**src/rtl/mcu_ctrl_rot_pkg.sv**
```systemverilog
// mcu_ctrl_rot_pkg: shared state encoding and pointer-width helper for the bank-ring controller
package mcu_ctrl_rot_pkg;
    typedef enum logic [1:0] {
        FILL   = 2'd0,
        READY  = 2'd1,
        PROC   = 2'd2,
        REFILL = 2'd3
    } state_t;
    function automatic int clog2min1(input int n);
        return (n > 1) ? $clog2(n) : 1;
    endfunction
endpackage

```
**src/rtl/mcu_ring_ptr.sv**
```systemverilog
// mcu_ring_ptr: (base + off) mod BANKS with one-hot decode
//   base : current ring position, < BANKS
//   off  : offset, at most 2*BANKS so base + off < 3*BANKS
//   ptr  : reduced ring position
//   oh   : one-hot decode of ptr
module mcu_ring_ptr #(
    parameter int BANKS = 4,
    parameter int PW    = 2,
    parameter int XW    = 4
) (
    input  logic [PW-1:0]    base,
    input  logic [XW-1:0]    off,
    output logic [PW-1:0]    ptr,
    output logic [BANKS-1:0] oh
);
    localparam logic [XW-1:0] NB = XW'(BANKS);
    logic [XW-1:0] s0, s1, s2;
    // The sum stays below 3*BANKS, so two conditional subtractions fully reduce it.
    always_comb begin
        s0  = XW'(base) + off;
        s1  = (s0 >= NB) ? s0 - NB : s0;
        s2  = (s1 >= NB) ? s1 - NB : s1;
        ptr = s2[PW-1:0];
        oh  = BANKS'(1) << s2;
    end
endmodule

```
**src/rtl/mcu_ctrl_rot.sv**
```systemverilog
// mcu_ctrl_rot: bank-ring fill/process/refill sequencer for the convolution datapath
//   clk, rst (async, active-low)
//   i_chblk : block into the enabled bank complete (pulse)
//   i_sop   : convolver start request (level)
//   i_eop   : convolver finished current window (level)
//   i_last  : current window is the last of the frame (with i_eop)
//   o_we    : one-hot bank write enable or zero
//   o_state, o_substate, o_rd_base : FSM state, blocks loaded this phase, read-window base
//   o_done  : end-of-frame pulse; o_err : sticky protocol error
module mcu_ctrl_rot
    import mcu_ctrl_rot_pkg::*;
#(
    parameter int KERNEL = 3,
    parameter int STRIDE = 1,
    parameter int BANKS  = 4
) (
    input  logic                          clk,
    input  logic                          rst,
    input  logic                          i_chblk,
    input  logic                          i_sop,
    input  logic                          i_eop,
    input  logic                          i_last,
    output logic [BANKS-1:0]              o_we,
    output logic [1:0]                    o_state,
    output logic [$clog2(KERNEL+1)-1:0]   o_substate,
    output logic [clog2min1(BANKS)-1:0]   o_rd_base,
    output logic                          o_done,
    output logic                          o_err
);
    localparam int SW = $clog2(KERNEL + 1);
    localparam int PW = clog2min1(BANKS);
    localparam int XW = PW + 2;
    localparam bit PREFETCH = BANKS >= KERNEL + STRIDE;
    localparam logic [SW-1:0] K_LAST = SW'(KERNEL - 1);
    localparam logic [SW-1:0] S_FULL = SW'(STRIDE);
    localparam logic [SW-1:0] S_LAST = SW'(STRIDE - 1);
    state_t st;
    logic [SW-1:0] sub, sub_n;
    logic [PW-1:0] wp_base, wp_ptr, adv_ptr;
    logic [XW-1:0] wp_off;
    logic [BANKS-1:0] wp_oh, adv_oh;
    logic pf_ok, unused_ok;
    assign o_state    = st;
    assign o_substate = sub;
    always_comb begin
        pf_ok   = PREFETCH && (sub < S_FULL);
        // A chblk coincident with eop is counted before the eop is evaluated.
        sub_n   = (i_chblk && pf_ok) ? sub + 1'b1 : sub;
        wp_base = (st == FILL) ? '0 : o_rd_base;
        wp_off  = (st == FILL) ? XW'(sub) : XW'(KERNEL) + XW'(sub);
        o_we    = (st == FILL || st == REFILL || (st == PROC && pf_ok)) ? wp_oh : '0;
    end
    mcu_ring_ptr #(.BANKS(BANKS), .PW(PW), .XW(XW)) u_wp (
        .base(wp_base), .off(wp_off), .ptr(wp_ptr), .oh(wp_oh)
    );
    mcu_ring_ptr #(.BANKS(BANKS), .PW(PW), .XW(XW)) u_adv (
        .base(o_rd_base), .off(XW'(STRIDE)), .ptr(adv_ptr), .oh(adv_oh)
    );
    assign unused_ok = ^{wp_ptr, adv_oh};
    always_ff @(posedge clk or negedge rst) begin
        if (!rst) begin
            st        <= FILL;
            sub       <= '0;
            o_rd_base <= '0;
            o_done    <= 1'b0;
            o_err     <= 1'b0;
        end else begin
            o_done <= 1'b0;
            case (st)
                FILL: begin
                    if (i_sop) o_err <= 1'b1;
                    if (i_chblk) begin
                        sub <= (sub == K_LAST) ? '0 : sub + 1'b1;
                        if (sub == K_LAST) st <= READY;
                    end
                end
                READY: begin
                    if (i_chblk) o_err <= 1'b1;
                    if (i_sop) st <= PROC;
                end
                PROC: begin
                    if (i_chblk && !pf_ok) o_err <= 1'b1;
                    sub <= sub_n;
                    // Every eop leaves PROC, so it acts exactly once per entry.
                    if (i_eop) begin
                        if (i_last) begin
                            o_rd_base <= '0;
                            sub       <= '0;
                            o_done    <= 1'b1;
                            st        <= FILL;
                        end else if (sub_n == S_FULL) begin
                            o_rd_base <= adv_ptr;
                            sub       <= '0;
                            st        <= READY;
                        end else begin
                            st <= REFILL;
                        end
                    end
                end
                REFILL: begin
                    if (i_sop) o_err <= 1'b1;
                    if (i_chblk) begin
                        sub <= (sub == S_LAST) ? '0 : sub + 1'b1;
                        if (sub == S_LAST) begin
                            o_rd_base <= adv_ptr;
                            st        <= READY;
                        end
                    end
                end
            endcase
        end
    end
endmodule

```
**config.mk**
```make
export PLATFORM = sky130hd
export DESIGN_NAME = mcu_ctrl_rot
export DESIGN_NICKNAME = d
export VERILOG_FILES = /design/src/rtl/mcu_ctrl_rot_pkg.sv /design/src/rtl/mcu_ring_ptr.sv /design/src/rtl/mcu_ctrl_rot.sv
export SDC_FILE = /design/constraint.sdc
export NUM_CORES = 1
export LEC_CHECK = 0
export BUFFER_PORTS_ARGS = -buffer_cell sky130_fd_sc_hd__buf_2
export CAP_MARGIN = 15
export CORE_MARGIN = 5
export CORE_UTILIZATION = 35
export DETAILED_ROUTE_END_ITERATION = 7
export PLACE_DENSITY_LB_ADDON = 0.3
export SLEW_MARGIN = 15
export SYNTH_ARGS = -nofsm -noshare
export SYNTH_HDL_FRONTEND = slang
export SYNTH_SLANG_ARGS = --single-unit
export TNS_END_PERCENT = 5
```
**constraint.sdc**
```tcl
create_clock -name clk -period 2.4 [get_ports clk]
set_input_delay 0.36 -clock clk [delete_from_list [all_inputs] [get_ports clk]]
set_output_delay 0.36 -clock clk [all_outputs]
set_load 0.05 [all_outputs]
```
==> flow_summary_export.csv <==
group,metric,value,unit
status,status,"finished with violations",
status,violations,"setup timing",
routing,final_antenna_net_count,0,
critical_path,cp.required,2.04,ns
cts,htree_levels,1,
routing,vias,749,
flow_run,max-cap-violations,0,
synth,synth_nets,107,
place,dpl_cell_area,1076,um^2
sta,hold_viol_final,0,
min_path,min_path_type,"in2reg",
final_layout,layout_common_cells,"buf_2, buf_4, ha_1, nand2_1",
place,place_worst_setup_slack,-0.09573,ns
sta,max_freq,382.7,MHz
grt,use_met1,0.1598,
sta,post-route-period-util,1.089,
synth,synth_seq_cells,8,
die,die_h,57.98,um
die,pin_count,18,
synth,yosysWarningCount,0,
critical_path,cp_top_family,"simple AND/OR/NAND/NOR gates",
sta,tightest_slew,0.4337,ns
critical_path,worst_path_largest_cell_delay,0.38,ns
grt,grt_overflow_total,0,
final_layout,final_area,1192,um^2
synth,netlist_top_cells_area,"dfrtp_1, ha_1, inv_1, nor2b_1, o21ai_0",
final_layout,mostFrequentLayoutCell,"buf_2",
synth,yosys.area.top_type,"dfrtp_1",
grt,grt_pass1_vias,780,
synth,post_synth.cell_area_avg,9.369,um^2
grt,grt_usage,0.1359,
grt,use_met3,0.04677,
routing,wl,2.008,mm
cts,cts.sinks,8,
routing,wl_per_cell,13.66,um
die,dieArea,3362,um^2
sta,final-setup-viol-count,4,
routing,firstDrtPassIters,4,
place,portBuffers,17,
grt,grt.busiest_layer,"met2",
place,place_congestion,0.7963,
critical_path,worst_ep_arrival_time,2.25,ns
cts,root_buffer,"clkbuf_4",
sta,relSlewSlack,0.7089,
final_layout,fin_util,0.5390,
cts,post-cts-setup-buffer-count,0,
cts,clockBufferDepth,2,
routing,viasPerCell,5.095,
final_layout,syn2layout_area_growth,47.98,%
sta,rsz0062_at_grt,"yes",
critical_path,cp_max_fo,3,
synth,ys.flop_type,"dfrtp_1",
final_layout,num_antenna_cells,0,
place,hpwl,1.608,mm
final_layout,post_route_cells_drive_above_1_share,0.5042,
critical_path,worst-path-buf-inv,3,
die,die_x,57.98,um
grt,grt_pass1_wl,3.567,mm
critical_path,criticalPathCategory,"reg2out",
die,row_count,17,
synth,syn_inst,86,
die,coreArea,2212,um^2
synth,synth_edf_count,0,
routing,drc,0,
critical_path,cp_cell_sequence,"inv_4, ha_4, buf_4, nand2_4, o21ai_4, fa_2, nor4_4, nand3b_1, nor2_4, buf_8",
synth,synth_cell_types,37,
sta,layout_min_cycle_time,2.613,ns
sta,layout_setup_ws,-0.2133,ns
sta,skew,0.002649,ns
synth,ys_seq_area_frac,0.2484,
critical_path,start_kind,"register",
cts,tritoncts,"done",
routing,drt_iter0_drc,9,
critical_path,slowest_stage,"dfrtp_2",
synth,synthArstFlopShare,1.000,
synth,netlist_area,805.8,um^2
critical_path,worstSetupEndpointType,"primary output",
grt,grt.met2_usage,0.2468,
final_layout,num-nets-final,141,
cts,numCtsBuffers,3,
cts,clkLatencyLatePin,0.26,ns
final_layout,fill_cells,202,
sta,finalMaxSlewViolations,0,
grt,grt_max_degree,10,
grt,antenna_found_initial,0,
die,start_util,0.3643,
synth,synth_top_area_frac,0.2484,
cts,cts.reportedPaths.clkPinSlew,0.06,ns
flip-flops by register name, summed over array words and instances, names as in the netlist:
| signal | flops |
|---|---|
| o_err | 1 |
| o_rd_base | 2 |
| o_done | 1 |
| o_substate | 2 |
| o_state | 2 |
routing by layer:
| layer | share of wire | up-vias |
|---|---|---|
| li1 | - | 372 |
| met3 | 0.048 | 2 |
| met4 | 0.0040 | 0 |
| met2 | 0.52 | 17 |
| met1 | 0.43 | 358 |
| met5 | 0 | - |
synth_stat cells, drive strengths merged, types with 2 or more instances:
cell type,count
nand2,6
and2,2
mux2,2
o311ai,2
o22ai,2
o21ai,5
nor2b,4
a22oi,2
nand2b,3
inv,9
a21oi,2
ha,14
nor2,5
dfrtp,8
timing repair:
item / 4_1_cts / 5_1_grt
setup endpoints to repair: 4 / 4
resized for setup: 15 / 3
pin swaps: 2 / 3
endpoints found under the hold margin: 8 / 0
cloned: 0 / 0
hold buffers: 1 / 0
path summary, 6_finish.rpt:
kind	depth (start not counted)	slack, ns	end	startpoint
setup / recovery	10	-0.21	o_we[2]	o_state[1]
hold / removal	3	0.36	o_err	i_sop
setup reg to reg	7	0.35	o_rd_base[0]	o_state[0]
hold reg to reg	1	0.46	o_err	o_err
max in group asynchronous	2	1.75	o_state[0]	rst
min in group asynchronous	2	0.46	o_state[1]	rst
layout make-up:
type / count / area (um^2) / share of cell area
multi-input combinational: 69 / 679.4 / 0.5698
timing repair buffer: 29 / 210.2 / 0.1763
sequential: 8 / 205.2 / 0.1721
inverter: 9 / 36.28 / 0.03043
tap: 28 / 35.03 / 0.02938
clock buffer: 4 / 26.28 / 0.02204
worst register-to-register path, stage by stage (launching register included):
cell	delay, ns
dfrtp_2	0.40
inv_2	0.09
buf_4	0.11
ha_1	0.31
nand2b_1	0.13
a311oi_1	0.39
or3_4	0.23
mux2_4	0.29
cells by family after synthesis:
| group | Yosys count | share of synthesized area |
|---|---|---|
| flops | 8 | 0.2484 |
| buf+inv | 9 | 0.04192 |
| compound gates | 22 | 0.2065 |
| xor+xnor | 1 | 0.01087 |
| mux | 3 | 0.04503 |
| simple gates | 28 | 0.2050 |
| fa+ha+maj | 15 | 0.2422 |
metrics by stage:
step                TNS [ns]  cells  hold WS, ns
floorplan            -0.2965     86      0.06441
global placement    -0.02325    142       0.2190
global route          -1.338    147       0.3888
finish               -0.8191    147       0.3567
detailed placement   -0.2857    142       0.2208
CTS                  -0.9224    147       0.3596
Power is left out: the tool's default activity adds up to more than one toggle a clock period on the data nets, which glitch-free logic cannot reach.
